`config.mk`:
```
export PLATFORM = sky130hd
export DESIGN_NAME = apb_cmd_master
export DESIGN_NICKNAME = d
export VERILOG_FILES = /design/src/rtl/apb_cmd_master.sv
export SDC_FILE = /design/constraint.sdc
export NUM_CORES = 1
export LEC_CHECK = 0
export CAP_MARGIN = 5
export CORE_UTILIZATION = 45
export CTS_CLUSTER_DIAMETER = 200
export DETAILED_ROUTE_END_ITERATION = 10
export GPL_TIMING_DRIVEN = 0
export PLACE_DENSITY = 0.74
export SLEW_MARGIN = 20
export SYNTH_ARGS = -nofsm -noshare
export SYNTH_HDL_FRONTEND = slang
export SYNTH_SLANG_ARGS = --single-unit
export TNS_END_PERCENT = 100
```
`constraint.sdc`:
```
create_clock -name pclk -period 2.75 [get_ports pclk]
set_input_delay 0.275 -clock pclk [delete_from_list [all_inputs] [get_ports pclk]]
set_output_delay 0.275 -clock pclk [all_outputs]
set_load 0.01 [all_outputs]
```
`src/rtl/apb_cmd_master.sv`:
```
// APB master with a command FIFO: each {rw,addr,wdata} command becomes one APB SETUP/ACCESS
// transfer (wait states, PSLVERR, timeout, address decode) and returns one response via valid/ready.
module apb_cmd_master #(
  parameter int DATA_WIDTH = 32,
  parameter int ADDR_WIDTH = 12,
  parameter int NUM_SLAVES = 4,
  parameter int FIFO_DEPTH = 4,
  parameter int TIMEOUT    = 16
) (
  input  logic                             pclk,
  input  logic                             rst,
  input  logic [ADDR_WIDTH+DATA_WIDTH:0]   cmd_in,
  input  logic                             cmd_vld,
  output logic                             cmd_rdy,
  input  logic                             transfer,
  output logic [$clog2(FIFO_DEPTH):0]      fifo_cnt,
  output logic [NUM_SLAVES-1:0]            psel,
  output logic                             penable,
  output logic                             pwrite,
  output logic [ADDR_WIDTH-1:0]            paddr,
  output logic [DATA_WIDTH-1:0]            pwdata,
  input  logic [NUM_SLAVES*DATA_WIDTH-1:0] prdata,
  input  logic [NUM_SLAVES-1:0]            pready,
  input  logic [NUM_SLAVES-1:0]            pslverr,
  output logic                             rsp_vld,
  input  logic                             rsp_rdy,
  output logic                             rsp_rw,
  output logic [DATA_WIDTH-1:0]            rsp_data,
  output logic                             rsp_err
);

  localparam int SEL_W = (NUM_SLAVES > 1) ? $clog2(NUM_SLAVES) : 1;
  localparam int CMD_W = 1 + ADDR_WIDTH + DATA_WIDTH;
  localparam int PTR_W = $clog2(FIFO_DEPTH);
  localparam int CNT_W = PTR_W + 1;
  localparam int TMO_W = (TIMEOUT > 1) ? $clog2(TIMEOUT) : 1;
  localparam logic [SEL_W:0] NUM_SEL = NUM_SLAVES[SEL_W:0];

  typedef enum logic [1:0] {IDLE, SETUP, ACCESS} state_t;
  state_t state, state_nxt;

  logic [CMD_W-1:0]      fifo_mem [FIFO_DEPTH];
  logic [PTR_W-1:0]      wr_ptr, rd_ptr;
  logic                  full, empty, push, launch;
  logic                  head_rw;
  logic [ADDR_WIDTH-1:0] head_addr;
  logic [DATA_WIDTH-1:0] head_wdata;
  logic [SEL_W-1:0]      head_idx, sel_idx;
  logic                  dec_err;
  logic                  sel_ready, sel_err;
  logic [DATA_WIDTH-1:0] sel_rdata;
  logic [TMO_W-1:0]      tmo_cnt;
  logic                  timed_out, access_end;

  assign full    = (fifo_cnt == CNT_W'(FIFO_DEPTH));
  assign empty   = (fifo_cnt == '0);
  assign cmd_rdy = !rst && !full;
  assign push    = cmd_vld && cmd_rdy;

  assign {head_rw, head_addr, head_wdata} = fifo_mem[rd_ptr];
  assign head_idx = head_addr[ADDR_WIDTH-1 -: SEL_W];
  assign dec_err  = ({1'b0, head_idx} >= NUM_SEL);
  // A new transfer only starts once the previous response has been (or is being) taken.
  assign launch   = (state == IDLE) && !empty && transfer && (!rsp_vld || rsp_rdy);

  always_comb begin
    sel_ready = 1'b0;
    sel_err   = 1'b0;
    sel_rdata = '0;
    for (int k = 0; k < NUM_SLAVES; k++) begin
      if (sel_idx == SEL_W'(k)) begin
        sel_ready = pready[k];
        sel_err   = pslverr[k];
        sel_rdata = prdata[k*DATA_WIDTH +: DATA_WIDTH];
      end
    end
  end

  // The counter holds (ACCESS cycle number - 1), so the TIMEOUT-th cycle matches TIMEOUT-1.
  assign timed_out  = (TIMEOUT != 0) && !sel_ready && (tmo_cnt == TMO_W'(TIMEOUT - 1));
  assign access_end = (state == ACCESS) && (sel_ready || timed_out);

  always_ff @(posedge pclk) begin
    if (push) fifo_mem[wr_ptr] <= cmd_in;
  end

  always_ff @(posedge pclk or posedge rst) begin
    if (rst) begin
      wr_ptr   <= '0;
      rd_ptr   <= '0;
      fifo_cnt <= '0;
    end else begin
      if (push)   wr_ptr <= wr_ptr + 1'b1;
      if (launch) rd_ptr <= rd_ptr + 1'b1;
      case ({push, launch})
        2'b10:   fifo_cnt <= fifo_cnt + 1'b1;
        2'b01:   fifo_cnt <= fifo_cnt - 1'b1;
        default: fifo_cnt <= fifo_cnt;
      endcase
    end
  end

  always_ff @(posedge pclk or posedge rst) begin
    if (rst) state <= IDLE;
    else     state <= state_nxt;
  end

  always_comb begin
    state_nxt = state;
    case (state)
      IDLE:    if (launch && !dec_err) state_nxt = SETUP;
      SETUP:   state_nxt = ACCESS;
      ACCESS:  if (access_end) state_nxt = IDLE;
      default: state_nxt = IDLE;
    endcase
  end

  always_comb begin
    psel = '0;
    for (int k = 0; k < NUM_SLAVES; k++) begin
      psel[k] = (state != IDLE) && (sel_idx == SEL_W'(k));
    end
    penable = (state == ACCESS);
  end

  always_ff @(posedge pclk or posedge rst) begin
    if (rst) begin
      pwrite  <= 1'b0;
      paddr   <= '0;
      pwdata  <= '0;
      sel_idx <= '0;
    end else if (launch) begin
      pwrite  <= head_rw;
      paddr   <= head_addr;
      pwdata  <= head_wdata;
      sel_idx <= head_idx;
    end
  end

  always_ff @(posedge pclk or posedge rst) begin
    if (rst)                   tmo_cnt <= '0;
    else if (state == ACCESS)  tmo_cnt <= tmo_cnt + 1'b1;
    else                       tmo_cnt <= '0;
  end

  always_ff @(posedge pclk or posedge rst) begin
    if (rst) begin
      rsp_vld  <= 1'b0;
      rsp_rw   <= 1'b0;
      rsp_err  <= 1'b0;
      rsp_data <= '0;
    end else if (access_end) begin
      rsp_vld  <= 1'b1;
      rsp_rw   <= pwrite;
      rsp_err  <= sel_ready ? sel_err : 1'b1;
      rsp_data <= (sel_ready && !pwrite) ? sel_rdata : '0;
    end else if (launch && dec_err) begin
      // Unmapped slave index: answer with an error without touching the bus.
      rsp_vld  <= 1'b1;
      rsp_rw   <= head_rw;
      rsp_err  <= 1'b1;
      rsp_data <= '0;
    end else if (rsp_rdy) begin
      rsp_vld  <= 1'b0;
    end
  end

endmodule

```
Yosys cells after proc, flatten, opt, wreduce, memory -nomap -nowiden

Memories as Yosys holds them, arrays and structs flattened.
Index checks and enable logic that the tools add are counted.

Memories: 1
RAM bits: 180
Output and inout port bits: 89
Flip-flop bits (word level): 95
Input port bits: 186

Reduce and logical (&&, ||, !) cells: 27
Mux-type cells: 23
Add/subtract/negate cells: 5
Equal/unequal tests: 11

Memory list:

| name     | depth | bits a word | read ports | clocked after memory_dff | write ports | RTL line | RTL |
|---|---|---|---|---|---|---|---|
| fifo_mem | 4     | 45          | 1          | 0                        | 1           | 42       | `logic [CMD_W-1:0] fifo_mem [FIFO_DEPTH];` |

Operators with widths:

| kind                  | number |
|---|---|
| $mux W32              | 5 |
| $mux W1               | 13 |
| $logic_and A1 B1 Y1   | 12 |
| $eq A2 B2 Y1 const B  | 4 |
| $eq A2 B1 Y1 const B  | 3 |
| $logic_not A1 Y1      | 6 |
| $pmux W2 S3           | 1 |
| $pmux W3 S2           | 1 |
| $reduce_bool A2 Y1    | 3 |
| $add A2 B1 Y2 const B | 2 |
| $add A4 B1 Y4 const B | 1 |
| $eq A4 B4 Y1 const B  | 1 |
| $logic_not A2 Y1      | 2 |
| $mux W2               | 2 |
| $mux W4               | 1 |
| $add A3 B1 Y3 const B | 1 |
| $eq A3 B3 Y1 const B  | 1 |
| $logic_not A3 Y1      | 1 |
| $sub A3 B1 Y3 const B | 1 |
| $logic_or A1 B1 Y1    | 2 |
| $ne A2 B1 Y1 const B  | 1 |
| $ne A2 B2 Y1 const B  | 1 |
| $reduce_and A2 Y1     | 1 |

Depth between registers and ports, before layout

Gate-level depths: netlist of the first run.

Word-level depth: 11
Mapped depth: 10
Gate-level depth less buffers: 10

Worst setup path before layout of the first run

No wires, ideal clock.

Path type: reg-to-reg
Start: register fifo_cnt[1]
End: memory fifo_mem[0][0] in the netlist's numbering, enable pin
Arrival: 2.100 ns
Slack: 0.243 ns
Library setup time: 0.407 ns
Path buffers: 0
Cell stages (with the launch flop): 4
Clock period less this slack: 2.507 ns
Cell sequence: dfrtp_1 > inv_1 > a31oi_1 > and3_1

Longest elaborated chain between the ends: 6

RTL lines:

| what                          | RTL line | RTL |
|---|---|---|
| from (decl)                   | 16       | `output logic [$clog2(FIFO_DEPTH):0] fifo_cnt,` |
| from (signal assigned)        | 96       | `2'b10: fifo_cnt <= fifo_cnt + 1'b1;` |
| from (signal assigned)        | 97       | `2'b01: fifo_cnt <= fifo_cnt - 1'b1;` |
| from (signal assigned)        | 98       | `default: fifo_cnt <= fifo_cnt;` |
| $eq A3 B3 Y1                  | 55       | `assign full = (fifo_cnt == CNT_W'(FIFO_DEPTH));` |
| $logic_not A1 Y1              | 57       | `assign cmd_rdy = !rst && !full;` |
| $logic_and A1 B1 Y1           | 57       |  |
| named net cmd_rdy             | 14       | `output logic cmd_rdy,` |
| $logic_and A1 B1 Y1           | 58       | `assign push = cmd_vld && cmd_rdy;` |
| $mux W1                       | 84       | `if (push) fifo_mem[wr_ptr] <= cmd_in;` |
| $mux W1 (implied by the code) | 84       |  |
| to (decl)                     | 42       |  |

The timed path passes the listed nets, and every way through them passes these cells.

==> impl_metrics.json, run 1 <==
{
  "outcome": "finished clean",
  "setup-tns-final_ns": 0,
  "ys_seq_area_share_pct": 69.9,
  "critPathMaxStageDelay_ns": 0.56,
  "synthTopCellsByCount": "180 x edfxtp_1, 93 x dfrtp_1, 79 x mux4_2",
  "synth_seq_cells": 273,
  "gr-usage-all-layers_pct": 22.7,
  "vias": 6354,
  "yosysMostFrequentCell": "edfxtp_1",
  "rsz0062_at_grt": "no",
  "clockRootBuffer": "clkbuf_16",
  "grt_pass1_wl_um": 43000,
  "ys_types": 38,
  "finalInstanceArea_um2": 15300,
  "grt_pass1_vias": 6794,
  "io_pins": 275,
  "async_flop_share_pct": 34.1,
  "cts_tree": "done",
  "core.rowCount": 56,
  "port_buffers": 274,
  "totalWireLength_um": 28300,
  "endpoint_kind": "primary output",
  "cts_buffer_depth": 3,
  "post_dp_cell_area_um2": 14400,
  "fin_crit_sh_pct": 93.4,
  "hold_viol": 0,
  "crit_type": "reg -> out",
  "routed_via_density": 5.41,
  "slew_headroom_pct": 50.0,
  "yosysWarnings": 0,
  "die_area_um2": 25200,
  "area_growth_pct": 38.6,
  "fp.dieW_um": 159,
  "grt.overflow.total": 0,
  "skew_ns": 0.0282,
  "drive_above_1_share_pct": 24.7,
  "syn_nets": 717,
  "p_clk_share_pct": 24.3,
  "path_clk_slew_ns": 0.06,
  "routedWlPerCell_um": 24.1,
  "synth_top_area_cell": "edfxtp_1",
  "top_usage_layer": "met2",
  "dpl.cell_count": 1122,
  "drtPass1Iterations": 4,
  "grt_start_max_net_pins": 51,
  "fill_cells": 1620,
  "switchingPower_mw": 4.61,
  "avgSynthCellArea_um2": 21.1,
  "yosysTopAreaCellShare_pct": 48.9,
  "dpl.hpwl_um": 19700,
  "syn_area_um2": 11100,
  "slew_violations": 0,
  "crit_slowest_cell": "clkdlybuf4s50_1",
  "gp_congestion": 0.982,
  "numCtsBuffers": 27,
  "hold_slack_ns": 0.207,
  "drc": 0,
  "ys.flop_type": "edfxtp_1",
  "ant_nets": 0,
  "p_total_mw": 15.9,
  "max_slew.worst_pin.slew_ns": 0.750,
  "clk_latency_ns": 0.53,
  "gr-usage-met3_pct": 5.77,
  "p_leak_nw": 5.54,
  "start_util_pct": 46.5,
  "cp_max_fo": 10,
  "crit_arrival_ns": 2.29,
  "fin_nets": 1025,
  "synth-edff-count": 180,
  "antenna_found_initial": 4,
  "synthCells": 524,
  "seqPwrFrac_pct": 37.2,
  "synthTopCellsByArea": "edfxtp_1 49%, dfrtp_1 21%, mux4_2 16%",
  "htreeDepth": 1,
  "drt_iter0_drc": 276,
  "fp.dieH_um": 159,
  "clock-sinks": 273,
  "period_minus_slack_ns": 2.57,
  "instances_no_fill": 1175,
  "worstSetupStartpointType": "flip-flop",
  "switching_share_pct": 29.0,
  "min_path_type": "in -> async",
  "grtUsageMet2_pct": 38.5,
  "combPwrFrac_pct": 38.5,
  "max-cap-violations": 0,
  "required_ns": 2.48,
  "p_per_area_nw_per_um2": 1040,
  "core_um2": 23800,
  "finalSetupViolCount": 0,
  "intPower_mw": 11.3,
  "fmax_mhz": 389,
  "path_buf_inv": 3,
  "path_cells": "clkbuf_4 -> buf_2 -> nor3b_1 -> clkdlybuf4s50_1",
  "ctsHoldBuffers": 0,
  "vdd_drop_max_mv": 0.722,
  "use_met1_pct": 29.1,
  "cp_top_family": "buffers and inverters"
}
## placed cells by master, fill, tap and decap left out, drive strengths merged, types with 5 or more instances in the layout
master	count
a22o	32
buf	31
bufinv	5
clkbuf	37
clkdlybuf4s50	274
clkinv	7
dfrtp	93
edfxtp	180
ha	6
inv	12
mux2	48
mux4	79
nor2	7
## layer usage
layer  vias to the layer above  part of all wire (%)
met5                         -                 0.039
met3                        40                   7.5
met4                         2                   2.1
met2                       265                    50
li1                       2767                     -
met1                      3280                    40
## stage by stage
step	setup slack, ns	util (%)
floorplan	0.0547	-
global placement	-1.85	59.8
detailed placement	-0.0857	60.5
CTS	0.0607	64.4
global route	0.0311	64.5
finish	0.182	64.5
## state kept, by name (all words and copies together), names as in the netlist
name,flops
fifo_cnt,3
fifo_mem,180
paddr,12
pwdata,32
pwrite,1
rd_ptr,2
rsp_data,32
rsp_err,1
rsp_rw,1
rsp_vld,1
state,2
tmo_cnt,4
wr_ptr,2
## power by group through the flow
stage	clock (mW)	sequential (mW)	combinational, mW
after floorplan	0	6.14	3.31
after detailed placement	0	5.98	6.18
after global placement	0	5.96	6.01
after global routing	4.11	6.00	6.53
after CTS	3.96	5.92	6.23
final	3.86	5.90	6.11
## worst paths after layout
kind,from,end,slack [ns],cells after the start
min in group pclk,transfer,state[0],0.36,2
max in group asynchronous,rst,paddr[1],1.93,3
setup / recovery,paddr[11],psel[2],0.18,4
hold / removal,rst,fifo_cnt[1],0.21,2
hold reg to reg,tmo_cnt[0],tmo_cnt[0],0.47,1
setup reg to reg,state[1],fifo_cnt[2],0.23,10
## area by class of cell
cell class / count / area, um^2 / area share [%]
Timing Repair Buffer: 279 / 2880 / 18.8
Sequential cell: 273 / 7730 / 50.5
Buffer: 31 / 260 / 1.70
Tap cell: 319 / 399 / 2.61
Inverter: 10 / 42.5 / 0.278
Clock inverter: 18 / 234 / 1.53
Multi-Input combinational cell: 210 / 3050 / 19.9
Antenna cell: 3 / 7.51 / 0.0490
Clock buffer: 32 / 714 / 4.66
## kinds of logic after synthesis
logic type | count (synthesis) | synth area share (%)
simple gates | 29 | 1.55
buf+inv | 41 | 2.67
flops | 273 | 69.9
fa+ha+maj | 7 | 0.860
mux | 129 | 21.5
compound gates | 37 | 2.83
xor+xnor | 8 | 0.634
## what timing repair did
item	CTS	global route
buffers inserted	0	0
resized for setup	0	2
setup endpoints to repair	0	2
No activity file was read; power rests on OpenSTA's default activity.
==> inputs of run 2 (changes only) <==
- CTS_BUF_LIST: unset -> sky130_fd_sc_hd__clkbuf_8 sky130_fd_sc_hd__clkbuf_16
- REMOVE_ABC_BUFFERS: unset -> 1
==> impl_metrics.json, run 2 (synthesized netlist as in run 1, its figures left out) <==
{
  "outcome": "finished clean",
  "cts_tree": "done",
  "layout.cells.most_common_list": "274 x clkdlybuf4s50_1, 180 x edfxtp_1, 89 x dfrtp_1, 79 x mux4_2, 36 x mux2_2",
  "drtPass1Iterations": 4,
  "skew_ns": 0.0134,
  "fin_nets": 1000,
  "max_slew.worst_pin.slew_ns": 0.810,
  "fp.dieH_um": 159,
  "totalWireLength_um": 27200,
  "cts_buffer_depth": 3,
  "rsz0062_at_grt": "no",
  "grt_pass1_vias": 6759,
  "slew_violations": 0,
  "switching_share_pct": 28.6,
  "max-cap-violations": 0,
  "htreeDepth": 1,
  "r2r_slack_ns": 0.32,
  "drive_above_1_share_pct": 23.7,
  "routed_via_density": 5.40,
  "top_regs": "fifo_mem x180, pwdata x32, rsp_data x32",
  "crit_top_cell": "xor2_1",
  "routedWlPerCell_um": 23.7,
  "critPathMaxStageDelay_ns": 0.55,
  "crit_type": "reg -> reg",
  "cp.depth": 8,
  "ant_nets": 0,
  "reg2reg_to": "fifo_cnt[2]",
  "period_minus_slack_ns": 2.43,
  "reg2reg_depth": 8,
  "n_antenna_cell": 0,
  "fp.dieW_um": 159,
  "worstSetupStartpointType": "flip-flop",
  "fin_crit_sh_pct": 88.3,
  "layout_commonest_cell": "clkdlybuf4s50_1",
  "drc": 0,
  "die_area_um2": 25200,
  "path_clk_slew_ns": 0.06,
  "numCtsBuffers": 28,
  "clk_latency_ns": 0.53,
  "vdd_drop_max_mv": 0.792,
  "seqPwrFrac_pct": 39.5,
  "gp_congestion": 0.953,
  "ctsHoldBuffers": 0,
  "required_ns": 3.19,
  "port_buffers": 274,
  "start_util_pct": 46.5,
  "regMostFlops": "fifo_mem",
  "p_per_area_nw_per_um2": 1040,
  "crit_slowest_cell": "and4bb_4",
  "ctsResizeCount": 0,
  "crit_path_end": "fifo_cnt[2]",
  "hold_viol": 0,
  "regArea_um2": 7740,
  "core_um2": 23800,
  "setup-tns-final_ns": 0,
  "area_growth_pct": 37.4,
  "combPwrFrac_pct": 35.4,
  "rr_startpoint": "state[1]",
  "cts_setup_buffers": 0,
  "finalSetupViolCount": 0,
  "p_leak_nw": 5.47,
  "crit_arrival_ns": 2.87,
  "cp_top_family": "simple AND/OR/NAND/NOR gates",
  "drt_iter0_drc": 327,
  "gr-usage-all-layers_pct": 21.9,
  "p_total_mw": 15.7,
  "path_cells": "nor2_2 -> and4bb_4 -> ha_1 -> inv_1 -> fa_1 -> xor2_1 -> nor2_1 -> xor2_1",
  "vias": 6199,
  "grt.overflow.total": 0,
  "grt_start_max_net_pins": 57,
  "dpl.hpwl_um": 18500,
  "fmax_mhz": 412,
  "switchingPower_mw": 4.51,
  "endpoint_kind": "flip-flop",
  "cp_max_fo": 20,
  "io_pins": 275,
  "fill_cells": 1654,
  "min_path_type": "in -> async",
  "path_buf_inv": 1,
  "p_clk_share_pct": 25.1,
  "antenna_found_initial": 0,
  "largest_register_ffs": 180,
  "slew_headroom_pct": 45.8,
  "clockRootBuffer": "clkbuf_16",
  "intPower_mw": 11.2,
  "multi_input_area_um2": 3060,
  "grt_pass1_wl_um": 42100,
  "core.rowCount": 56,
  "startpoint": "state[1]",
  "clock-sinks": 273
}
## run 2: power groups by stage
stage	sequential [mW]	clock, mW	combinational [mW]
detailed placement	6.32	0	5.60
floorplan	6.56	0	2.67
global placement	6.57	0	5.20
finish	6.22	3.94	5.57
CTS	6.26	4.05	5.67
global route	6.36	4.20	5.93
## run 2: routing by layer
layer / up-vias / GRT usage (%) / share of wire, %
met3: 33 / 6.50 / 7.8
met1: 3203 / 28.1 / 40
met2: 257 / 37.2 / 50
met4: 0 / 4.06 / 1.4
met5: - / 0 / 0
li1: 2706 / - / -
## run 2: final cells by class
type                       count  share of cell area [%]
clock inverter                17                    1.24
tap                          319                    2.63
sequential                   273                    51.0
inverter                      10                   0.280
timing repair buffer         284                    19.5
multi-input combinational    210                    20.1
clock buffer                  34                    5.23
## run 2: worst min-delay path by stage
stage | from | to | cells past startpoint
6_report | rst | fifo_cnt[0] | 2
5_1_grt | rst | fifo_cnt[0] | 2
4_1_cts | rst | paddr[4] | 2
3_5_place_dp | tmo_cnt[0] | tmo_cnt[0] | 1
3_3_place_gp | tmo_cnt[0] | tmo_cnt[0] | 1
2_1_floorplan | cmd_in[0] | fifo_mem[0][0] | 0
## run 2: stage by stage
stage | hold WS (ns) | area (um^2) | setup slack [ns] | util [%] | instances
final | 0.162 | 15200 | 0.321 | 63.9 | 1147
after global routing | 0.194 | 15200 | 0.174 | 63.9 | 1147
after CTS | 0.177 | 15200 | 0.301 | 63.9 | 1147
after detailed placement | 0.465 | 14200 | 0.0640 | 59.8 | 1096
after global placement | 0.443 | 13900 | -2.08 | 58.7 | 1086
after floorplan | 0.374 | 10800 | -0.615 | - | 493
